File: src/rtl/uart_arb_pkg.sv
// Shared types and constants for the UART transmit arbiter.
package uart_arb_pkg;

    typedef enum logic {ARB_IDLE, ARB_GRANT} arb_state_t;

    localparam int DATA_W = 8;

endpackage

File: src/rtl/uart_rr_pick.sv
// Combinational round-robin picker: first set request strictly after 'last', wrapping at N-1 -> 0.
module uart_rr_pick #(
    parameter int N  = 4,
    parameter int IW = 2
) (
    input  logic [N-1:0]  req,
    input  logic [IW-1:0] last,
    output logic          found,
    output logic [IW-1:0] idx
);

    function automatic logic [IW-1:0] cand(input logic [IW-1:0] base, input int step);
        return IW'((int'(base) + step) % N);
    endfunction

    always_comb begin
        found = 1'b0;
        idx   = '0;
        // Walk from farthest to nearest so the nearest candidate after 'last' overrides the rest.
        for (int k = N; k >= 1; k--) begin
            if (req[cand(last, k)]) begin
                found = 1'b1;
                idx   = cand(last, k);
            end
        end
    end

endmodule

File: src/rtl/uart_tx_arbiter.sv
// Packet-granular round-robin arbiter feeding one UART transmit FIFO, with a mid-packet watchdog.
module uart_tx_arbiter
    import uart_arb_pkg::*;
#(
    parameter int NUM_REQ        = 4,
    parameter int TIMEOUT_CYCLES = 65536,
    parameter int ID_W           = (NUM_REQ > 1) ? $clog2(NUM_REQ) : 1
) (
    input  logic                      clk,
    input  logic                      reset,
    input  logic [NUM_REQ-1:0]        req_valid,
    input  logic [NUM_REQ*DATA_W-1:0] req_data,
    input  logic [NUM_REQ-1:0]        req_last,
    output logic [NUM_REQ-1:0]        req_ready,
    output logic [DATA_W-1:0]         tx_data,
    output logic                      tx_req,
    input  logic                      tx_full,
    output logic                      grant_active,
    output logic [ID_W-1:0]           grant_id,
    output logic                      timeout_evt
);

    localparam int CNT_W = (TIMEOUT_CYCLES > 0) ? $clog2(TIMEOUT_CYCLES + 1) : 1;

    arb_state_t        state;
    arb_state_t        state_nxt;
    logic [ID_W-1:0]   last_grant;
    logic [CNT_W-1:0]  idle_cnt;
    logic              pick_found;
    logic [ID_W-1:0]   pick_idx;
    logic              cur_valid;
    logic              cur_last;
    logic [DATA_W-1:0] cur_data;
    logic              hs;
    logic              release_pkt;
    logic              wd_fire;

    uart_rr_pick #(
        .N  (NUM_REQ),
        .IW (ID_W)
    ) u_pick (
        .req   (req_valid),
        .last  (last_grant),
        .found (pick_found),
        .idx   (pick_idx)
    );

    assign cur_valid    = req_valid[grant_id];
    assign cur_last     = req_last[grant_id];
    assign cur_data     = req_data[int'(grant_id)*DATA_W +: DATA_W];
    assign hs           = (state == ARB_GRANT) && cur_valid && !tx_full;
    assign release_pkt  = hs && cur_last;
    assign grant_active = (state == ARB_GRANT);

    // The watchdog only fires on a silent owner; a valid owner stalled by tx_full is not idle.
    generate
        if (TIMEOUT_CYCLES > 0) begin : g_wd
            assign wd_fire = (state == ARB_GRANT) && !cur_valid &&
                             (idle_cnt == CNT_W'(TIMEOUT_CYCLES - 1));
        end else begin : g_no_wd
            assign wd_fire = 1'b0;
        end
    endgenerate

    always_comb begin
        req_ready = '0;
        if (state == ARB_GRANT) begin
            req_ready[grant_id] = ~tx_full;
        end
    end

    always_comb begin
        state_nxt = state;
        case (state)
            ARB_IDLE:  if (pick_found) state_nxt = ARB_GRANT;
            ARB_GRANT: if (release_pkt || wd_fire) state_nxt = ARB_IDLE;
            default:   state_nxt = ARB_IDLE;
        endcase
    end

    always_ff @(posedge clk) begin
        if (reset) begin
            state       <= ARB_IDLE;
            last_grant  <= ID_W'(NUM_REQ - 1);
            grant_id    <= '0;
            tx_req      <= 1'b0;
            tx_data     <= '0;
            timeout_evt <= 1'b0;
            idle_cnt    <= '0;
        end else begin
            state       <= state_nxt;
            tx_req      <= hs;
            timeout_evt <= wd_fire;
            if (hs) begin
                tx_data <= cur_data;
            end
            if (state == ARB_IDLE && pick_found) begin
                grant_id <= pick_idx;
            end
            if (release_pkt || wd_fire) begin
                last_grant <= grant_id;
            end
            if (state != ARB_GRANT || hs || wd_fire) begin
                idle_cnt <= '0;
            end else if (!cur_valid) begin
                idle_cnt <= idle_cnt + CNT_W'(1);
            end
        end
    end

endmodule

File: config.mk
export PLATFORM = sky130hd
export DESIGN_NAME = uart_tx_arbiter
export DESIGN_NICKNAME = d
export VERILOG_FILES = /design/src/rtl/uart_arb_pkg.sv /design/src/rtl/uart_rr_pick.sv /design/src/rtl/uart_tx_arbiter.sv
export SDC_FILE = /design/constraint.sdc
export NUM_CORES = 1
export LEC_CHECK = 0
export ABC_AREA = 0
export CAP_MARGIN = 20
export CORE_MARGIN = 2
export CORE_UTILIZATION = 50
export CTS_BUF_LIST = sky130_fd_sc_hd__clkbuf_8
export CTS_CLUSTER_DIAMETER = 200
export DETAILED_ROUTE_END_ITERATION = 12
export GPL_ROUTABILITY_DRIVEN = 0
export PLACE_DENSITY = 0.95
export SLEW_MARGIN = 30
export SYNTH_ARGS = -nofsm -noshare
export SYNTH_HDL_FRONTEND = slang
export SYNTH_SLANG_ARGS = --single-unit
File: constraint.sdc
create_clock -name clk -period 6.64 [get_ports clk]
set_clock_uncertainty 0.1 [all_clocks]
set_input_delay 1.328 -clock clk [delete_from_list [all_inputs] [get_ports clk]]
set_output_delay 1.328 -clock clk [all_outputs]
set_load 0.05 [all_outputs]
Yosys cells after proc, flatten, opt, wreduce, memory -nomap -nowiden:

Cells that the tools add are included.
W data, S select, Z words.

* bits in registers: 32
* input port bits: 43
* output and inout bits: 17
* word-level logic and storage cells: 62

* add/sub/neg operators: 5
* order comparisons: 6
* equal/unequal tests: 1
* shifts and indexed selects: 1
* mux-type cells: 26
* bitwise operators: 3
* reduce and logical (&&, ||, !) cells: 13

Operator list (count)
* $shiftx A32 B6 Y8: 1
* $add A17 B1 Y17 const B: 1
* $eq A17 B16 Y1 const B: 1
* $lt A2 B3 Y1 const B: 5
* $mux W1: 13
* $bmux W1 S2: 6
* $mux W2: 4
* $logic_and A1 B1 Y1: 7
* $add A2 B1 Y2 const B: 2
* $add A2 B2 Y2 const B: 2
* $and A4 B4 Y4: 1
* $mux W4: 1
* $logic_or A1 B1 Y1: 3
* $demux W1 S2: 1
* $ge A2 B1 Y1 const B: 1
* $logic_not A1 Y1: 2
* $not A1 Y1: 2
* $pmux W1 S2: 1
* $reduce_or A2 Y1: 1

Depth between registers and ports, before layout:

Gate-level depths: netlist of the first run.

* depth in word-level cells: 9
* mapped depth: 9
* gate-level depth less buffers: 7

Hierarchy:

A second synthesis of the first run with hierarchy kept.

* cells, all modules: 198
* area total of the unflattened synthesis: 1722.9 um^2

By module, submodules not included
* uart_tx_arbiter: instances 1, cells each 184, area an instance 1631.6 um^2, seq. area each 640.6 um^2
* uart_rr_pick: instances 1, cells each 14, area an instance 91.3 um^2, seq. area each 0.0 um^2

Least setup slack after synthesis of the first run:

Ideal clock, no wire load.

* kind: input to output
* from: input port tx_full
* to: output port req_ready[0]
* data arrival time: 2.796 ns
* required time: 5.212 ns
* path slack: 2.416 ns
* cell stages on the path: 3
* buffers on the path: 1
* path through: nor2b_1 > clkbuf_1 > nor3b_1

* longest elaborated chain between the ends: 3

Ends and longest elaborated chain
* start, declared: line uart_tx_arbiter.sv:17 `input logic tx_full,`
* $not A1 Y1: line uart_tx_arbiter.sv:68 `req_ready[grant_id] = ~tx_full;`
* $and A4 B4 Y4 (no source line)
* $mux W4: line uart_tx_arbiter.sv:67 `if (state == ARB_GRANT) begin`
* end, declared: line uart_tx_arbiter.sv:14 `output logic [NUM_REQ-1:0] req_ready,`

No other way between the ends.

Final worst setup path of the first run:

* from: input port tx_full
* to: output port req_ready[2]

Same word-level chain as after synthesis.

==> impl_metrics.csv, run 1 <==
group,metric,value,unit
routing,highest_metal_used,"met4",
timing,post_layout_min_period,4760,ps
synth,number_of_enable_type_register_cells_in_the_synthesized_netlist,0,
timing,tightest_slew_margin_relative_to_the_limit,0.455,
setup_path,timing.critical_path.slowest_stage_cell,"sky130_fd_sc_hd__clkdlybuf4s50_1",
global_routing,grt_overflow_total,0,
layout,n_antenna_cell,0,
min_path,worstHoldEndpoint,"tx_data[4]$_SDFFE_PP0P_",
clock_tree,clock_insertion_delay_at_the_later_pin_of_the_skew_report,290,ps
place,hpwlAfterDp,3290,µm
pwr,static-leakage-power,0.807,nW
clock_tree,clkTransAtPathRegs,70,ps
layout,most_used_cells_in_the_layout_excluding_fill_and_tap_cells,"sky130_fd_sc_hd__clkdlybuf4s50_1 (59), sky130_fd_sc_hd__dfxtp_1 (32), sky130_fd_sc_hd__nand2_1 (27)",
setup_path,critPathArrivalTime,3330,ps
synth,synth-compound-area-share,0.124,
clock_tree,post_cts_resize_count,0,
synth,ys_seq_elements,32,
timing,fraction_of_the_cycle_the_final_worst_path_needs,0.716,
setup_path,worstReg2RegEnd,"idle_cnt[16]$_SDFFE_PP0N_",
min_path,holdCritStartpoint,"tx_data[4]$_SDFFE_PP0P_",
global_routing,largest_net_degree_at_the_start_of_global_routing,21,
pwr,power.share.switching,0.308,
timing,setup-violations-final,0,
pwr,total_switching_power,175,µW
synth,synth_fp_nets,239,
global_routing,first_global_vias,1588,
layout,nets,293,
routing,route.detailed.drc,0,
routing,first_iter_violations,68,
setup_path,critical_path.reg2reg.startpoint,"grant_id[0]$_SDFFE_PP0P_",
die,design.core.area,3340,µm²
job,maximum_capacitance_violations,0,
setup_path,path_buf_inv,2,
die,die_w,62.9,µm
layout,layout.cells.non_filler,295,
clock_tree,root_buf_cell,"sky130_fd_sc_hd__clkbuf_8",
die,die_height,62.9,µm
die,start_util,0.520,
setup_path,path_common_cell,"sky130_fd_sc_hd__clkdlybuf4s50_1",
die,fp.dieArea,3960,µm²
min_path,hold_path_depth,2,
routing,vias,1644,
setup_path,crit_path_max_fanout,7,
synth,synth_cell_type_count,42,
timing,fin_setup_tns,0,ps
routing,drt-total-wl,4540,µm
timing,max_clock_freq,0.210,GHz
routing,antenna_left,0,
clock_tree,cts_buffers,5,
synth,largest_family_of_logic_cells_by_synthesized_area,"simple AND/OR/NAND/NOR gates",
synth,async_reset_ff_frac,0,
pwr,power.combinational.fraction,0.283,
synth,syn-mean-instance-area,8.94,µm²
synth,syn_inst,194,
synth,post_synth_mux_area_share,0.157,
setup_path,critical_path.endpoint_type,"output port",
routing,met3_routed_length,213,µm
pwr,peakVddDrop,171,µV
place,io_buffer_count,59,
timing,rsz0062_at_grt,"no",
die,top_level_ports,60,
timing,slew_violations,0,
setup_path,required,5210,ps
timing,worst-slew-pin-transition,816,ps
routing,detail_route.first_pass.iterations,4,
layout,flow.area_growth_from_synthesis,40.1,%
global_routing,antenna_violations_before_repair,0,
pwr,p_seq_frac,0.401,
setup_path,path_class,"in -> out",
global_routing,grt_pass1_wl,7360,µm
pwr,power.density_cell_area,234,nW/µm²
layout,leading_cell_type_in_the_layout_fill_and_taps_excluded,"sky130_fd_sc_hd__clkdlybuf4s50_1",
clock_tree,cts.repair_timing.setup_buffer_count,0,
clock_tree,tritoncts,"done",
setup_path,worst-r2r-setup-slack,3810,ps
setup_path,largest_delay_share_family_worst_path,"buffers and inverters",
layout,drive_gt1_frac,0.0843,
pwr,clock_power_share,0.316,
synth,synth_xor_xnor_area_share,0.0455,
routing,met2_wirelength,2410,µm
die,num_rows,21,
setup_path,worstRegToRegCells,4,
clock_tree,holdBufCountCts,0,
clock_tree,max_buffers_root_to_sink,2,
routing,routedLengthMet1,1790,µm
synth,netlist_area,1730,µm²
synth,synth_simple_gate_area_share,0.237,
setup_path,crit_path_max_incr_delay,810,ps
synth,synth_seq_area_share,0.369,
routing,route.detailed.wl_per_inst,15.4,µm
synth,synth-adder-area-share,0.0144,
global_routing,grt_usage,0.238,
setup_path,critical_path.startpoint_type,"input pin",
timing,finalHoldViolations,0,
clock_tree,clock_sink_count,32,
setup_path,worstPathCellList,"clkdlybuf4s50_1 > nor2b_1 > nand2_1 > nor2_1 > clkdlybuf4s50_1",
synth,synth_warnings,0,
pwr,p_int,393,µW
place,dp_cells,287,
clock_tree,htree_num_levels,2,
min_path,min-delay-path-class,"reg -> reg",
routing,vias_per_cell,5.57,
status,run_status,"complete, no violations",
synth,synth_ff_type,"sky130_fd_sc_hd__dfxtp_1",
[worst reg2reg max path, delay by kind of cell, from the launching register on]
family / cells / cell delay, ps
AND/OR/NAND/NOR: 1 / 340
AO/OA/AOI/OAI: 2 / 650
flip-flops: 1 / 850
multiplexers: 1 / 800
[power groups by stage]
stage          Sequential [mW]  Clock (mW)  Combinational (mW)
3_3_place_gp             0.231           0               0.156
6_report                 0.228       0.180               0.161
4_1_cts                  0.228       0.183               0.160
2_1_floorplan            0.244           0              0.0942
5_1_grt                  0.231       0.194               0.169
3_5_place_dp             0.232           0               0.160
[synth_stat cells, types with 2 or more instances]
master	number	area, µm²
sky130_fd_sc_hd__dfxtp_1	32	641
sky130_fd_sc_hd__nand2_1	27	101
sky130_fd_sc_hd__nor2_1	20	75.1
sky130_fd_sc_hd__a21oi_1	18	90.1
sky130_fd_sc_hd__clkbuf_1	8	30.0
sky130_fd_sc_hd__inv_1	8	30.0
sky130_fd_sc_hd__mux4_2	7	158
sky130_fd_sc_hd__xnor2_1	6	52.6
sky130_fd_sc_hd__o21ai_0	5	25.0
sky130_fd_sc_hd__or4_1	5	37.5
sky130_fd_sc_hd__mux2i_1	4	40.0
sky130_fd_sc_hd__nand3_1	4	20.0
sky130_fd_sc_hd__nor3b_1	4	30.0
sky130_fd_sc_hd__o31ai_1	4	30.0
sky130_fd_sc_hd__xor2_1	3	26.3
sky130_fd_sc_hd__a211oi_1	2	15.0
sky130_fd_sc_hd__buf_1	2	7.51
sky130_fd_sc_hd__buf_6	2	22.5
sky130_fd_sc_hd__ha_1	2	25.0
sky130_fd_sc_hd__mux2_2	2	22.5
sky130_fd_sc_hd__mux4_1	2	52.6
sky130_fd_sc_hd__nand2b_1	2	12.5
sky130_fd_sc_hd__nand4_1	2	12.5
sky130_fd_sc_hd__nor2b_1	2	12.5
sky130_fd_sc_hd__nor4_1	2	12.5
sky130_fd_sc_hd__nor4b_1	2	17.5
sky130_fd_sc_hd__o22ai_1	2	12.5
[worst max-delay path by stage]
stage	depth (start not counted)	slack, ps	end	startpoint
after floorplan	3	2420	req_ready[0]	tx_full
after global placement	5	1930	req_ready[2]	tx_full
after detailed placement	5	1920	req_ready[2]	tx_full
after CTS	5	1920	req_ready[2]	tx_full
after global routing	5	1800	req_ready[3]	tx_full
final	5	1880	req_ready[2]	tx_full
[cell families after synthesis]
family,Yosys count
AND/OR/NAND/NOR,80
AO/OA/AOI/OAI,36
flip-flops,32
buffers and inverters,20
multiplexers,15
XOR/XNOR,9
adder cells (fa/ha/maj),2
[state kept, by name, indices dropped and copies added, names as in the netlist]
name,count
grant_active,1
grant_id,2
idle_cnt,17
last_grant,2
timeout_evt,1
tx_data,8
tx_req,1
[metrics by stage]
stage,hold slack (ps),area [µm²],setup WS (ps),power (mW),utilization
2_1_floorplan,342,1730,2420,0.338,-
3_3_place_gp,343,2320,1930,0.387,0.696
3_5_place_dp,350,2320,1920,0.392,0.696
4_1_cts,364,2430,1920,0.571,0.728
5_1_grt,377,2430,1800,0.595,0.728
6_report,363,2430,1880,0.568,0.728
[metal layers]
| layer | track usage | up-vias |
|---|---|---|
| li1 | - | 799 |
| met3 | 0.0468 | 13 |
| met5 | 0 | - |
| met4 | 0.119 | 0 |
| met1 | 0.277 | 779 |
| met2 | 0.414 | 53 |
[area by class of cell]
class	count	area [µm²]
timing repair buffer	59	591
tap	46	57.6
clock inverter	3	38.8
clock buffer	5	68.8
sequential	32	641
multi-input combinational	142	1000
inverter	8	30.0
fill	253	907
Note: power is estimated with default switching activity, not from simulation.
==> run 2, diff against run 1 <==
- CORE_UTILIZATION: 50 -> 42
- PLACE_DENSITY: 0.95 -> 0.88
- clock period: 6.64 -> 4.2 ns (I/O delays scaled with it)
==> run 2 against run 1 <==
Global-route usage shrank 2.8 points. Clock-buffer cell count up 1. Wire length decreased by 5.7%. Worst hold slack worse by 6.0 ps. Setup slack got worse by 1300 ps. Non-clock buffer count rose by 1. Cell count up 1.7%. Sequential power grew 55%. Register-to-register slack got worse by 2300 ps. First-iteration DRC count increased by 10%.
==> impl_metrics.csv, run 2 (synthesized netlist as in run 1, its figures left out) <==
group,metric,value,unit
status,run_status,"complete, no violations",
die,start_util,0.434,
timing,tightest_slew_margin_relative_to_the_limit,0.542,
timing,worst-slew-pin-transition,687,ps
die,die_height,68.3,µm
global_routing,grt_busiest_layer,"met2",
layout,layout_top_registers,"idle_cnt: 17 flops, tx_data: 8 flops",
routing,route.detailed.drc,0,
setup_path,crit_path_max_fanout,7,
routing,vias_per_cell,5.46,
pwr,static-leakage-power,0.801,nW
global_routing,largest_net_degree_at_the_start_of_global_routing,21,
clock_tree,htree_num_levels,2,
global_routing,first_global_vias,1563,
global_routing,globalRouteMet3Util,0.0609,
layout,fill_cells,351,
layout,max_ffs_per_register,17,
clock_tree,root_buf_cell,"sky130_fd_sc_hd__clkbuf_8",
clock_tree,tritoncts,"done",
layout,max_flop_register,"idle_cnt",
die,top_level_ports,60,
pwr,peakVddDrop,288,µV
timing,max_clock_freq,0.273,GHz
clock_tree,clock_insertion_delay_at_the_later_pin_of_the_skew_report,290,ps
place,placed_cell_area,2330,µm²
die,design.core.area,4000,µm²
global_routing,grt_overflow_total,0,
setup_path,worstRegToRegCells,7,
global_routing,groute.layer.met1.usage,0.234,
layout,most_used_cells_in_the_layout_excluding_fill_and_tap_cells,"sky130_fd_sc_hd__clkdlybuf4s50_1 (59), sky130_fd_sc_hd__dfxtp_1 (32), sky130_fd_sc_hd__nand2_1 (27)",
timing,post_layout_min_period,3660,ps
global_routing,grt_pass1_wl,7200,µm
timing,setup-violations-final,0,
setup_path,critical_path.startpoint_type,"input pin",
timing,fraction_of_the_cycle_the_final_worst_path_needs,0.872,
clock_tree,clock_sink_count,32,
die,num_rows,23,
clock_tree,max_buffers_root_to_sink,2,
timing,fin_setup_tns,0,ps
place,hpwlAfterDp,3160,µm
routing,vias,1638,
layout,n_antenna_cell,0,
setup_path,required,3260,ps
timing,finalHoldViolations,0,
pwr,power.density_cell_area,356,nW/µm²
routing,first_iter_violations,75,
min_path,hold_path_depth,2,
global_routing,antenna_violations_before_repair,0,
job,maximum_capacitance_violations,0,
routing,detail_route.first_pass.iterations,4,
clock_tree,cts.repair_timing.setup_buffer_count,0,
clock_tree,clkTransAtPathRegs,70,ps
timing,rsz0062_at_grt,"no",
routing,drt-total-wl,4280,µm
routing,antenna_left,0,
layout,nets,294,
layout,flow.area_growth_from_synthesis,40.0,%
place,io_buffer_count,59,
clock_tree,cts_buffers,5,
setup_path,critPathArrivalTime,2720,ps
setup_path,worst-r2r-setup-slack,1520,ps
routing,route.detailed.wl_per_inst,14.3,µm
layout,finalInstanceArea,2430,µm²
setup_path,critical_path.endpoint_type,"output port",
die,die_w,68.3,µm
die,fp.dieArea,4660,µm²
layout,drive_gt1_frac,0.0880,
pwr,fin_total_pwr,864,µW
layout,leading_cell_type_in_the_layout_fill_and_taps_excluded,"sky130_fd_sc_hd__clkdlybuf4s50_1",
layout,area_of_the_multi_input_gates,1000,µm²
global_routing,grt_usage,0.210,
timing,slew_violations,0,
layout,regArea,641,µm²
clock_tree,holdBufCountCts,0,
global_routing,met2_grt_util,0.359,
setup_path,path_class,"in -> out",
min_path,min-delay-path-class,"reg -> reg",
clock_tree,post_cts_resize_count,0,
[run 2: path summary, 6_finish.rpt]
path | from | endpoint
max reg2reg | idle_cnt[2]$_SDFFE_PP0N_ | idle_cnt[5]$_SDFFE_PP0N_
min reg2reg | tx_data[1]$_SDFFE_PP0P_ | tx_data[1]$_SDFFE_PP0P_
max | tx_full | req_ready[0]
min | tx_data[1]$_SDFFE_PP0P_ | tx_data[1]$_SDFFE_PP0P_
[run 2: cell type report]
cell class | instances | share of cell area
Clock buffer | 6 | 0.0340
Tap cell | 50 | 0.0258
Timing Repair Buffer | 60 | 0.246
Clock inverter | 2 | 0.00464
Sequential cell | 32 | 0.264
Inverter | 8 | 0.0124
Multi-Input combinational cell | 142 | 0.413
[run 2: routing by layer]
metal | vias up | share of wire
met5 | - | 0
met4 | 0 | 0.034
met3 | 14 | 0.050
met2 | 55 | 0.50
met1 | 765 | 0.42
li1 | 804 | -
[run 2: metrics by stage]
stage               worst slack, ps  hold WS (ps)  std cells  utilization
floorplan                       952           342        194            -
global placement                559           342        292        0.584
detailed placement              522           348        292        0.584
CTS                             519           359        300        0.607
global route                    413           379        300        0.607
finish                          537           357        300        0.607
[run 2: worst max-delay path: stages]
cell	delay, ps
sky130_fd_sc_hd__clkdlybuf4s50_1	440
sky130_fd_sc_hd__nor2b_1	350
sky130_fd_sc_hd__nor3b_1	250
sky130_fd_sc_hd__clkdlybuf4s50_1	840
[run 2: power breakdown]
part           switching, mW  internal, mW  total (mW)
sequential            0.0300         0.323       0.353
combinational          0.135         0.128       0.263
clock                  0.117         0.131       0.248
